[src/rtl/router_pkt_reg_if.sv]
// Bundle between the router input port, the packet register stage and the
// selected channel FIFO.
interface router_pkt_reg_if #(
    parameter int DATA_W = 8,
    parameter int ADDR_W = 2
);
    // Handshake: the source presents pkt_valid/data_in. A beat is taken on
    // every rising edge where busy is low, and the source must hold both
    // unchanged while busy is high. On the FIFO side, dout is written on
    // each cycle with dout_valid high. fifo_full is sampled at the same edge
    // that schedules that write.
    logic              pkt_valid;
    logic [DATA_W-1:0] data_in;
    logic              fifo_full;
    logic              busy;
    logic [DATA_W-1:0] dout;
    logic              dout_valid;
    logic [ADDR_W-1:0] dout_ch;
    logic              parity_done;
    logic              err;
    logic              len_err;
    logic              drop_pkt;

    modport slave (
        input  pkt_valid, data_in, fifo_full,
        output busy, dout, dout_valid, dout_ch, parity_done, err, len_err, drop_pkt
    );

    modport master (
        output pkt_valid, data_in, fifo_full,
        input  busy, dout, dout_valid, dout_ch, parity_done, err, len_err, drop_pkt
    );
endinterface

[src/rtl/router_pkt_reg.sv]
// Packet register stage: validates the header, streams the packet to the selected
// FIFO through a small holding buffer, and checks the parity and length.
module router_pkt_reg #(
    parameter int DATA_W      = 8,
    parameter int ADDR_W      = 2,
    parameter int NUM_CH      = 3,
    parameter int HOLD_DEPTH  = 2,
    parameter int PARITY_MODE = 0
) (
    input  logic             clk,
    input  logic             rst,
    router_pkt_reg_if.slave  bus,
    output logic [2:0]       state_dbg
);
    localparam int LEN_W = DATA_W - ADDR_W;
    localparam int CW    = $clog2(HOLD_DEPTH + 1);
    localparam logic [CW-1:0]     DEPTH_C  = CW'(HOLD_DEPTH);
    localparam logic [ADDR_W:0]   NUM_CH_C = (ADDR_W + 1)'(NUM_CH);
    localparam logic [LEN_W-1:0]  LEN_MAX  = '1;

    typedef enum logic [2:0] {IDLE, LOAD, DRAIN, CHECK, DROP} state_t;

    state_t            state, state_n;
    logic [DATA_W-1:0] hold [HOLD_DEPTH];
    logic [CW-1:0]     count, count_n, widx;
    logic [LEN_W-1:0]  len, beats;
    logic [DATA_W-1:0] calc, rx, folded;
    logic [ADDR_W-1:0] hdr_dest;
    logic [LEN_W-1:0]  hdr_len;
    logic              accept, route, direct, push, pop, dest_ok;

    assign state_dbg = state;

    always_comb begin
        hdr_dest = bus.data_in[ADDR_W-1:0];
        hdr_len  = bus.data_in[DATA_W-1:ADDR_W];
        dest_ok  = {1'b0, hdr_dest} < NUM_CH_C;
        accept   = !bus.busy && ((state == IDLE && bus.pkt_valid) || state == LOAD || state == DROP);
        route    = accept && ((state == IDLE && dest_ok) || state == LOAD);
        pop      = !bus.fifo_full && (count != '0);
        direct   = route && !bus.fifo_full && (count == '0);
        push     = route && !direct;
        count_n  = count + CW'(push) - CW'(pop);
        widx     = count - CW'(pop);
        folded   = (PARITY_MODE == 1) ? calc + bus.data_in : calc ^ bus.data_in;

        state_n = state;
        case (state)
            IDLE:    if (accept) state_n = dest_ok ? LOAD : DROP;
            LOAD:    if (accept && !bus.pkt_valid) state_n = DRAIN;
            DRAIN:   if (count_n == '0) state_n = CHECK;
            CHECK:   state_n = IDLE;
            DROP:    if (accept && !bus.pkt_valid) state_n = IDLE;
            default: state_n = IDLE;
        endcase
    end

    always_ff @(posedge clk) begin
        if (rst) begin
            state           <= IDLE;
            count           <= '0;
            len             <= '0;
            beats           <= '0;
            calc            <= '0;
            rx              <= '0;
            bus.busy        <= 1'b0;
            bus.dout        <= '0;
            bus.dout_valid  <= 1'b0;
            bus.dout_ch     <= '0;
            bus.parity_done <= 1'b0;
            bus.err         <= 1'b0;
            bus.len_err     <= 1'b0;
            bus.drop_pkt    <= 1'b0;
        end else begin
            state          <= state_n;
            count          <= count_n;
            bus.dout_valid <= pop || direct;
            // The oldest buffered beat always goes out before a newly routed one.
            if (pop)
                bus.dout <= hold[0];
            else if (direct)
                bus.dout <= bus.data_in;
            bus.busy        <= (state_n == DRAIN) || (state_n == CHECK) || (count_n == DEPTH_C);
            bus.parity_done <= (state == DRAIN) && (state_n == CHECK);
            bus.err         <= (state == DRAIN) && (state_n == CHECK) && (calc != rx);
            bus.len_err     <= (state == DRAIN) && (state_n == CHECK) && (beats != len);
            bus.drop_pkt    <= (state == DROP) && (state_n == IDLE);

            if (state == IDLE && accept) begin
                bus.dout_ch <= hdr_dest;
                len         <= hdr_len;
                calc        <= bus.data_in;
                beats       <= '0;
            end
            if (state == LOAD && accept) begin
                if (bus.pkt_valid) begin
                    calc <= folded;
                    if (beats != LEN_MAX)
                        beats <= beats + 1'b1;
                end else begin
                    rx <= bus.data_in;
                end
            end
        end
    end

    // Holding buffer data needs no reset; count alone defines which entries are live.
    always_ff @(posedge clk) begin
        if (pop)
            for (int i = 0; i < HOLD_DEPTH - 1; i++)
                hold[i] <= hold[i + 1];
        if (push)
            hold[widx] <= bus.data_in;
    end
endmodule
[src/flat_wrapper.sv]
// flat-port wrapper written by rule: the top's interface ports become plain ports
module router_pkt_reg_flat 
#(
    parameter int DATA_W      = 8,
    parameter int ADDR_W      = 2,
    parameter int NUM_CH      = 3,
    parameter int HOLD_DEPTH  = 2,
    parameter int PARITY_MODE = 0
)
  (clk, rst, state_dbg, bus_pkt_valid, bus_data_in, bus_fifo_full, bus_busy, bus_dout, bus_dout_valid, bus_dout_ch, bus_parity_done, bus_err, bus_len_err, bus_drop_pkt);
  router_pkt_reg_if #(.DATA_W(DATA_W), .ADDR_W(ADDR_W)) bus_i ();
  input  logic clk;
  input  logic rst;
  output logic [2:0] state_dbg;
  input wire logic [$bits(bus_i.pkt_valid)-1:0] bus_pkt_valid;
  input wire logic [$bits(bus_i.data_in)-1:0] bus_data_in;
  input wire logic [$bits(bus_i.fifo_full)-1:0] bus_fifo_full;
  output wire logic [$bits(bus_i.busy)-1:0] bus_busy;
  output wire logic [$bits(bus_i.dout)-1:0] bus_dout;
  output wire logic [$bits(bus_i.dout_valid)-1:0] bus_dout_valid;
  output wire logic [$bits(bus_i.dout_ch)-1:0] bus_dout_ch;
  output wire logic [$bits(bus_i.parity_done)-1:0] bus_parity_done;
  output wire logic [$bits(bus_i.err)-1:0] bus_err;
  output wire logic [$bits(bus_i.len_err)-1:0] bus_len_err;
  output wire logic [$bits(bus_i.drop_pkt)-1:0] bus_drop_pkt;
  assign bus_i.pkt_valid = bus_pkt_valid;
  assign bus_i.data_in = bus_data_in;
  assign bus_i.fifo_full = bus_fifo_full;
  assign bus_busy = bus_i.busy;
  assign bus_dout = bus_i.dout;
  assign bus_dout_valid = bus_i.dout_valid;
  assign bus_dout_ch = bus_i.dout_ch;
  assign bus_parity_done = bus_i.parity_done;
  assign bus_err = bus_i.err;
  assign bus_len_err = bus_i.len_err;
  assign bus_drop_pkt = bus_i.drop_pkt;
  router_pkt_reg #(.DATA_W(DATA_W), .ADDR_W(ADDR_W), .NUM_CH(NUM_CH), .HOLD_DEPTH(HOLD_DEPTH), .PARITY_MODE(PARITY_MODE)) u_core (.clk(clk), .rst(rst), .bus(bus_i), .state_dbg(state_dbg));
endmodule
[config.mk]
export PLATFORM = sky130hd
export DESIGN_NAME = router_pkt_reg_flat
export DESIGN_NICKNAME = d
export VERILOG_FILES = /design/src/rtl/router_pkt_reg_if.sv /design/src/rtl/router_pkt_reg.sv /design/src/flat_wrapper.sv
export SDC_FILE = /design/constraint.sdc
export NUM_CORES = 1
export LEC_CHECK = 0
export ABC_CLOCK_PERIOD_IN_PS = 2450
export BUFFER_PORTS_ARGS = -buffer_cell sky130_fd_sc_hd__buf_2
export CORE_MARGIN = 2
export CORE_UTILIZATION = 57
export DETAILED_ROUTE_END_ITERATION = 12
export PLACE_DENSITY = 0.85
export SETUP_SLACK_MARGIN = 0.2
export SYNTH_ARGS = -nofsm -noshare
export SYNTH_HDL_FRONTEND = slang
export SYNTH_SLANG_ARGS = --single-unit
[constraint.sdc]
create_clock -name clk -period 2.45 [get_ports clk]
set_input_delay 0 -clock clk [delete_from_list [all_inputs] [get_ports clk]]
set_output_delay 0 -clock clk [all_outputs]
set_load 0.1 [all_outputs]
# Word level (Yosys, flattened, before mapping)
# Memory sizes are Yosys's and may differ from the RTL's.
# Cells that the tools add are included.
# W data, S select, Z words.
[op_classes]
addsub = 4
magnitude_cmp = 1
n_eq_ne = 9
muxes = 19
n_bitwise = 2
reduce_logical = 32
[ops]
columns = ["operator", "count"]
rows = [
  ["$mux W8", 5],
  ["$mux W6", 4],
  ["$logic_and A1 B1 Y1", 15],
  ["$mux W3", 5],
  ["$pmux W3 S4", 1],
  ["$eq A3 B2 Y1 const B", 3],
  ["$ne A8 B8 Y1", 1],
  ["$xor A8 B8 Y8", 1],
  ["$add A6 B1 Y6 const B", 1],
  ["$logic_not A3 Y1", 2],
  ["$logic_or A1 B1 Y1", 6],
  ["$ne A6 B6 Y1", 1],
  ["$ne A6 B6 Y1 const B", 1],
  ["$logic_not A1 Y1", 4],
  ["$logic_not A2 Y1", 2],
  ["$mux W1", 4],
  ["$reduce_bool A2 Y1", 2],
  ["$eq A3 B1 Y1 const B", 1],
  ["$eq A3 B3 Y1 const B", 1],
  ["$add A2 B1 Y2", 1],
  ["$eq A2 B2 Y1 const B", 1],
  ["$lt A2 B2 Y1 const B", 1],
  ["$reduce_and A2 Y1", 1],
  ["$sub A2 B1 Y2", 1],
  ["2 further kinds", 2],
]
[word_totals]
reg_bits = 49
ramBits = 16
inputBits = 12
elab_cells = 82
memories = 1
[memory_table]
columns = ["memory", "depth", "word_bits", "rd", "rd_ports_with_merged_regs", "wr", "line", "source"]
rows = [
  ["u_core.hold", 2, 8, 2, 0, 2, "router_pkt_reg.sv:24", "logic [DATA_W-1:0] hold [HOLD_DEPTH];"],
]

# Depth between registers and ports, before layout
[logic_depth]
word_depth = 18
mapped_depth = 9
mapped_depth_nobuf = 9

# Least setup slack after synthesis
# No wires, ideal clock.
[synth_timing]
path_kind = "register to register"
startpoint = "register u_core.state[0], in the netlist u_core.state_dbg[0]"
endpoint = "register u_core.bus.len_err"
arrival_ns = 2.899
t_required_ns = 2.375
slack_ns = -0.524
stages_incl_launch_ff = 10
path_buffers = 2
path_cell_list = "dfxtp_1 -> clkbuf_1 -> clkbuf_1 -> a21oi_1 -> nor4_1 -> ha_1 -> xor2_1 -> xnor2_1 -> nand4_1 -> a31oi_1"
[synth_via]
elab_chain_len = 18
[synth_rtl]
columns = ["item", "line", "source"]
rows = [
  ["start: declaration", "router_pkt_reg.sv:23", "state_t state, state_n;"],
  ["start signal: assignment", "router_pkt_reg.sv:75", "state <= state_n;"],
  ["$logic_not A3 Y1", "router_pkt_reg.sv:38, router_pkt_reg.sv:39, router_pkt_reg.sv:48", ""],
  ["$logic_and A1 B1 Y1", "router_pkt_reg.sv:38", "accept = !bus.busy && ((state == IDLE && bus.pkt_valid) || state == LOAD || state == DROP);"],
  ["$logic_or A1 B1 Y1 (2 in a row)", "router_pkt_reg.sv:38", ""],
  ["$logic_and A1 B1 Y1", "router_pkt_reg.sv:38", ""],
  ["$logic_and A1 B1 Y1", "router_pkt_reg.sv:39", "route = accept && ((state == IDLE && dest_ok) || state == LOAD);"],
  ["$logic_and A1 B1 Y1 (2 in a row)", "router_pkt_reg.sv:41", "direct = route && !bus.fifo_full && (count == '0);"],
  ["$logic_not A1 Y1", "router_pkt_reg.sv:42", "push = route && !direct;"],
  ["$logic_and A1 B1 Y1", "router_pkt_reg.sv:42", ""],
  ["$add A2 B1 Y2", "router_pkt_reg.sv:43", "count_n = count + CW'(push) - CW'(pop);"],
  ["$sub A2 B1 Y2", "router_pkt_reg.sv:43", ""],
  ["$logic_not A2 Y1", "router_pkt_reg.sv:51", "DRAIN: if (count_n == '0) state_n = CHECK;"],
  ["$mux W3", "router_pkt_reg.sv:51", ""],
  ["$pmux W3 S4", "router_pkt_reg.sv:48", "case (state)"],
  ["$eq A3 B2 Y1", "router_pkt_reg.sv:86", "bus.len_err <= (state == DRAIN) && (state_n == CHECK) && (beats != len);"],
  ["$logic_and A1 B1 Y1 * (2 in a row)", "router_pkt_reg.sv:86", ""],
  ["end signal: assignment", "router_pkt_reg.sv:86", ""],
  ["end: declaration", "router_pkt_reg_if.sv:26", "output busy, dout, dout_valid, dout_ch, parity_done, err, len_err, drop_pkt"],
]
# Every way passes the cells marked *; elsewhere a longest branch is shown, timed or not.
# A chain may end at the register's enable or synchronous reset.

# Worst setup path after layout
[layout_timing]
startpoint = "register u_core.count[1]"
endpoint = "register u_core.bus.len_err"
[layout_via]
elab_chain_len = 12
[layout_rtl]
columns = ["item", "line", "source"]
rows = [
  ["start: declaration", "router_pkt_reg.sv:25", "logic [CW-1:0] count, count_n, widx;"],
  ["start signal: assignment", "router_pkt_reg.sv:76", "count <= count_n;"],
  ["$logic_not A2 Y1", "router_pkt_reg.sv:41", ""],
  ["$logic_and A1 B1 Y1", "router_pkt_reg.sv:41", ""],
  ["$logic_not A1 Y1", "router_pkt_reg.sv:42", ""],
  ["$logic_and A1 B1 Y1", "router_pkt_reg.sv:42", ""],
  ["$add A2 B1 Y2", "router_pkt_reg.sv:43", ""],
  ["$sub A2 B1 Y2 *", "router_pkt_reg.sv:43", ""],
  ["$logic_not A2 Y1 *", "router_pkt_reg.sv:51", ""],
  ["$mux W3 *", "router_pkt_reg.sv:51", ""],
  ["$pmux W3 S4 *", "router_pkt_reg.sv:48", ""],
  ["$eq A3 B2 Y1 *", "router_pkt_reg.sv:86", ""],
  ["$logic_and A1 B1 Y1 * (2 in a row)", "router_pkt_reg.sv:86", ""],
]
# Marks and branches as above.

==> impl_metrics.toml <==
[timing]
hold_ws_ns = 0.0243
final.setup.tns_ns = 0
rsz0062_at_grt = "false"
timing.final.crit_share = 0.892
skew_ns = 0.00937
timing.fmax_mhz = 458
finalSetupViolCount = 0
slew-limit-headroom = 0.612
period_minus_slack_ns = 2.18
max_slew.worst_pin.slew_ns = 0.577
final_max_slew_viol_count = 0
final_hold_viol_count = 0

[global_routing]
grt_max_degree = 31
global_routing_usage_on_met1 = 0.332
grt_antenna_before_repair = 0
grt.met2_usage = 0.373
grt_util_met3 = 0.0461
globalRoute.busiestLayer = "met2"
first_global_vias = 2066
grt_first_pass_wirelength_mm = 10.0
grt.total_usage = 0.245
globalRouteOverflowTotal = 0

[power_and_ir_drop]
power.density_mw_per_mm2 = 1140
vdd.ir_drop.worst_mv = 0.921
power.leakage_nw = 1.45

[logic_synthesis]
synthCells = 271
synthArstFlopShare = 0
ys_seq_area_frac = 0.522
synth_fp_nets = 287
synth_largest_type_area_fraction = 0.351
total_standard_cell_area_after_synthesis_sq_mm = 0.00280
ys_ff_latch = 65
synth.area.top_cells = "dfxtp_1 (35%), edfxtp_1 (17%), mux2i_1 (5.7%)"
avgSynthCellArea_sq_um = 10.3
synthDominantAreaCellType = "dfxtp_1"
yosys_warnings = 0
synth_cell_type_count = 42
synth-edff-count = 16
yosys_most_used_dff = "dfxtp_1"

[floorplan]
floorplan.initialDensity = 0.592
floorplan_die_width_um = 74.1
die_area_sq_mm = 0.00548
chipHeight_um = 74.1
boundaryPins = 31
std_cell_rows = 25
core_sq_mm = 0.00472

[worst_setup_path]
crit_path_end_kind = "flop"
maximum_fanout_along_the_worst_path = 4
timing.critical_path.slowest_stage_cell = "dfxtp_2"
worstPathCellList = "o21bai_4 -> inv_1 -> ha_4 -> inv_1 -> ha_2 -> xor2_2 -> xnor2_1 -> nand4_1 -> a31oi_1"
worst-endpoint-required_ns = 2.72
path_class = "flop to flop"
critPathLaunchType = "flop"
cp_common_cell = "inv_1"
critical_path_arrival_ns = 2.45
max_stage_delay_ns = 0.36

[cts]
cts_num_sinks = 65
path_clk_slew_ns = 0.07
clockRootBuffer = "clkbuf_8"
cts.path.max_buffers = 2
clock_tree.htree_level_count = 3
tritoncts = "done"
cts_inserted_buffers = 9
clk-insertion-delay-late_ns = 0.35

[routing]
number_of_routed_nets_with_antenna_violations = 0
drt-initial-drc-count = 250
drt-wirelength-per-cell_um = 17.0
wirelength_mm = 6.60
routed_via_density = 5.94
vias = 2299
drt-pass1-iter-count = 4
drcViolationCount = 0

[placement]
placer_congestion_estimate = 0.880
placement.io_buffers = 30
place_inst = 359
detailedPlacementHpwl_mm = 3.88

[layout]
areaGrowthSynthToFinish_pct = 21.6
nets = 331
num_antenna_cells = 0
final_cell_count_no_fill = 387
share_of_final_layout_standard_cells_stronger_than_drive_strength_1 = 0.250

[run_status]
outcome = "completed"

[worst_hold_path]
holdCritPathClass = "input port to flop"

[job]
max_cap_viol_count = 0
## final timing paths
path / cells after the start / end / from / slack [ns]
max reg2reg: 9 / u_core.bus.len_err$_SDFF_PP0_ / u_core.count[1]$_SDFF_PP0_ / 0.27
min: 3 / u_core.bus.dout_ch[0]$_SDFFE_PP0P_ / bus_data_in[0] / 0.02
min reg2reg: 1 / u_core.bus.dout[3]$_SDFFE_PP0P_ / u_core.bus.dout[3]$_SDFFE_PP0P_ / 0.48
max: 9 / u_core.bus.len_err$_SDFF_PP0_ / u_core.count[1]$_SDFF_PP0_ / 0.27
## worst max-delay path, delay by kind of cell (launching register included)
family	cells	cell delay [ns]
adders and majority gates	2	0.49
and+or+nand+nor	1	0.28
DFF	1	0.36
AOI/OAI and AO/OA	2	0.42
xor gates and xnor gates	2	0.39
buffers and inverters	2	0.16
## kinds of logic after synthesis
kind of cell / synth area share
buffers and inverters: 0.0358
adders and majority gates: 0.0179
AOI/OAI and AO/OA: 0.141
xor gates and xnor gates: 0.0501
muxes: 0.0894
DFF: 0.522
and+or+nand+nor: 0.144
## per-stage QoR
stage	power, W	setup WS [ns]	cell area, sq um	util
after CTS	0.00378	0.260	3320	0.702
after floorplan	0.00260	0.210	2820	-
final	0.00389	0.265	3400	0.720
after global routing	0.00406	0.169	3400	0.720
after global placement	0.00282	0.377	3040	0.643
after detailed placement	0.00287	0.224	3040	0.643
## sequential cells by signal, summed over array words and instances, names as in the netlist
signal and flops:
u_core.bus.err 1, u_core.calc 8, u_core.bus.dout_valid 1, u_core.hold 16, u_core.bus.parity_done 1, u_core.beats 6
u_core.state_dbg 3, u_core.count 2, u_core.bus.len_err 1, u_core.bus.dout_ch 2, u_core.len 6, u_core.rx 8
u_core.bus.dout 8, u_core.bus.drop_pkt 1, u_core.bus.busy 1
## layer usage
metal / wire length, um / up-vias
li1: - / 1068
met1: 2860 / 1122
met2: 3100 / 90
met3: 472 / 19
met4: 164 / 0
met5: 0 / -
## cell type report
cell class | count | area (sq um)
clock inverter | 6 | 57.6
timing repair buffer | 50 | 329
tap | 67 | 83.8
clock buffer | 10 | 138
fill | 325 | 1320
sequential | 65 | 1470
inverter | 7 | 26.3
multi-input combinational | 182 | 1290
## where the power goes
group,leakage (nW),switching (W),internal (W)
logic,0.793,0.000996,0.000449
clock network,0.102,0.000419,0.000490
registers,0.551,0.000164,0.00137
total,1.45,0.00158,0.00231
## Yosys cell counts, types with 8 or more instances
master and instances:
mux2_2 8, dfxtp_1 49, a221o_1 8, edfxtp_1 16
clkbuf_1 14, nor2_1 26, nor4_1 10, a21oi_1 14
nand2_1 14, and2_1 8, o21ai_0 17, a22oi_1 8
xor2_1 13, mux2i_1 16
## cells in the final DEF (no fill, tap or decap), types with 3 or more instances in the layout
cell | Yosys | final
inv_1 | 7 | 7
edfxtp_1 | 16 | 16
nor2_1 | 26 | 26
nor4_1 | 10 | 9
mux2_2 | 8 | 8
xnor2_1 | 3 | 3
a22oi_1 | 8 | 8
o21ai_0 | 17 | 17
a221o_1 | 8 | 8
a21oi_1 | 14 | 14
and2_1 | 8 | 8
xor2_1 | 13 | 12
mux2i_1 | 16 | 16
buf_2 | 1 | 29
nand3_1 | 3 | 3
dlygate4sd3_1 | 0 | 8
nand2_1 | 14 | 14
buf_4 | 0 | 11
clkinv_2 | 0 | 4
a31oi_1 | 3 | 3
clkbuf_8 | 0 | 11
dfxtp_1 | 49 | 45
nor3_1 | 5 | 5
## what timing repair did
| item | 4_1_cts | 5_1_grt |
|---|---|---|
| pin swaps | 0 | 5 |
| hold endpoints to repair | 18 | 0 |
| gates resized for setup | 1 | 7 |
| hold buffers | 8 | 0 |
| endpoints found under the setup margin | 3 | 20 |
| setup buffers | 0 | 4 |
No activity file was read; power rests on OpenSTA's default activity.
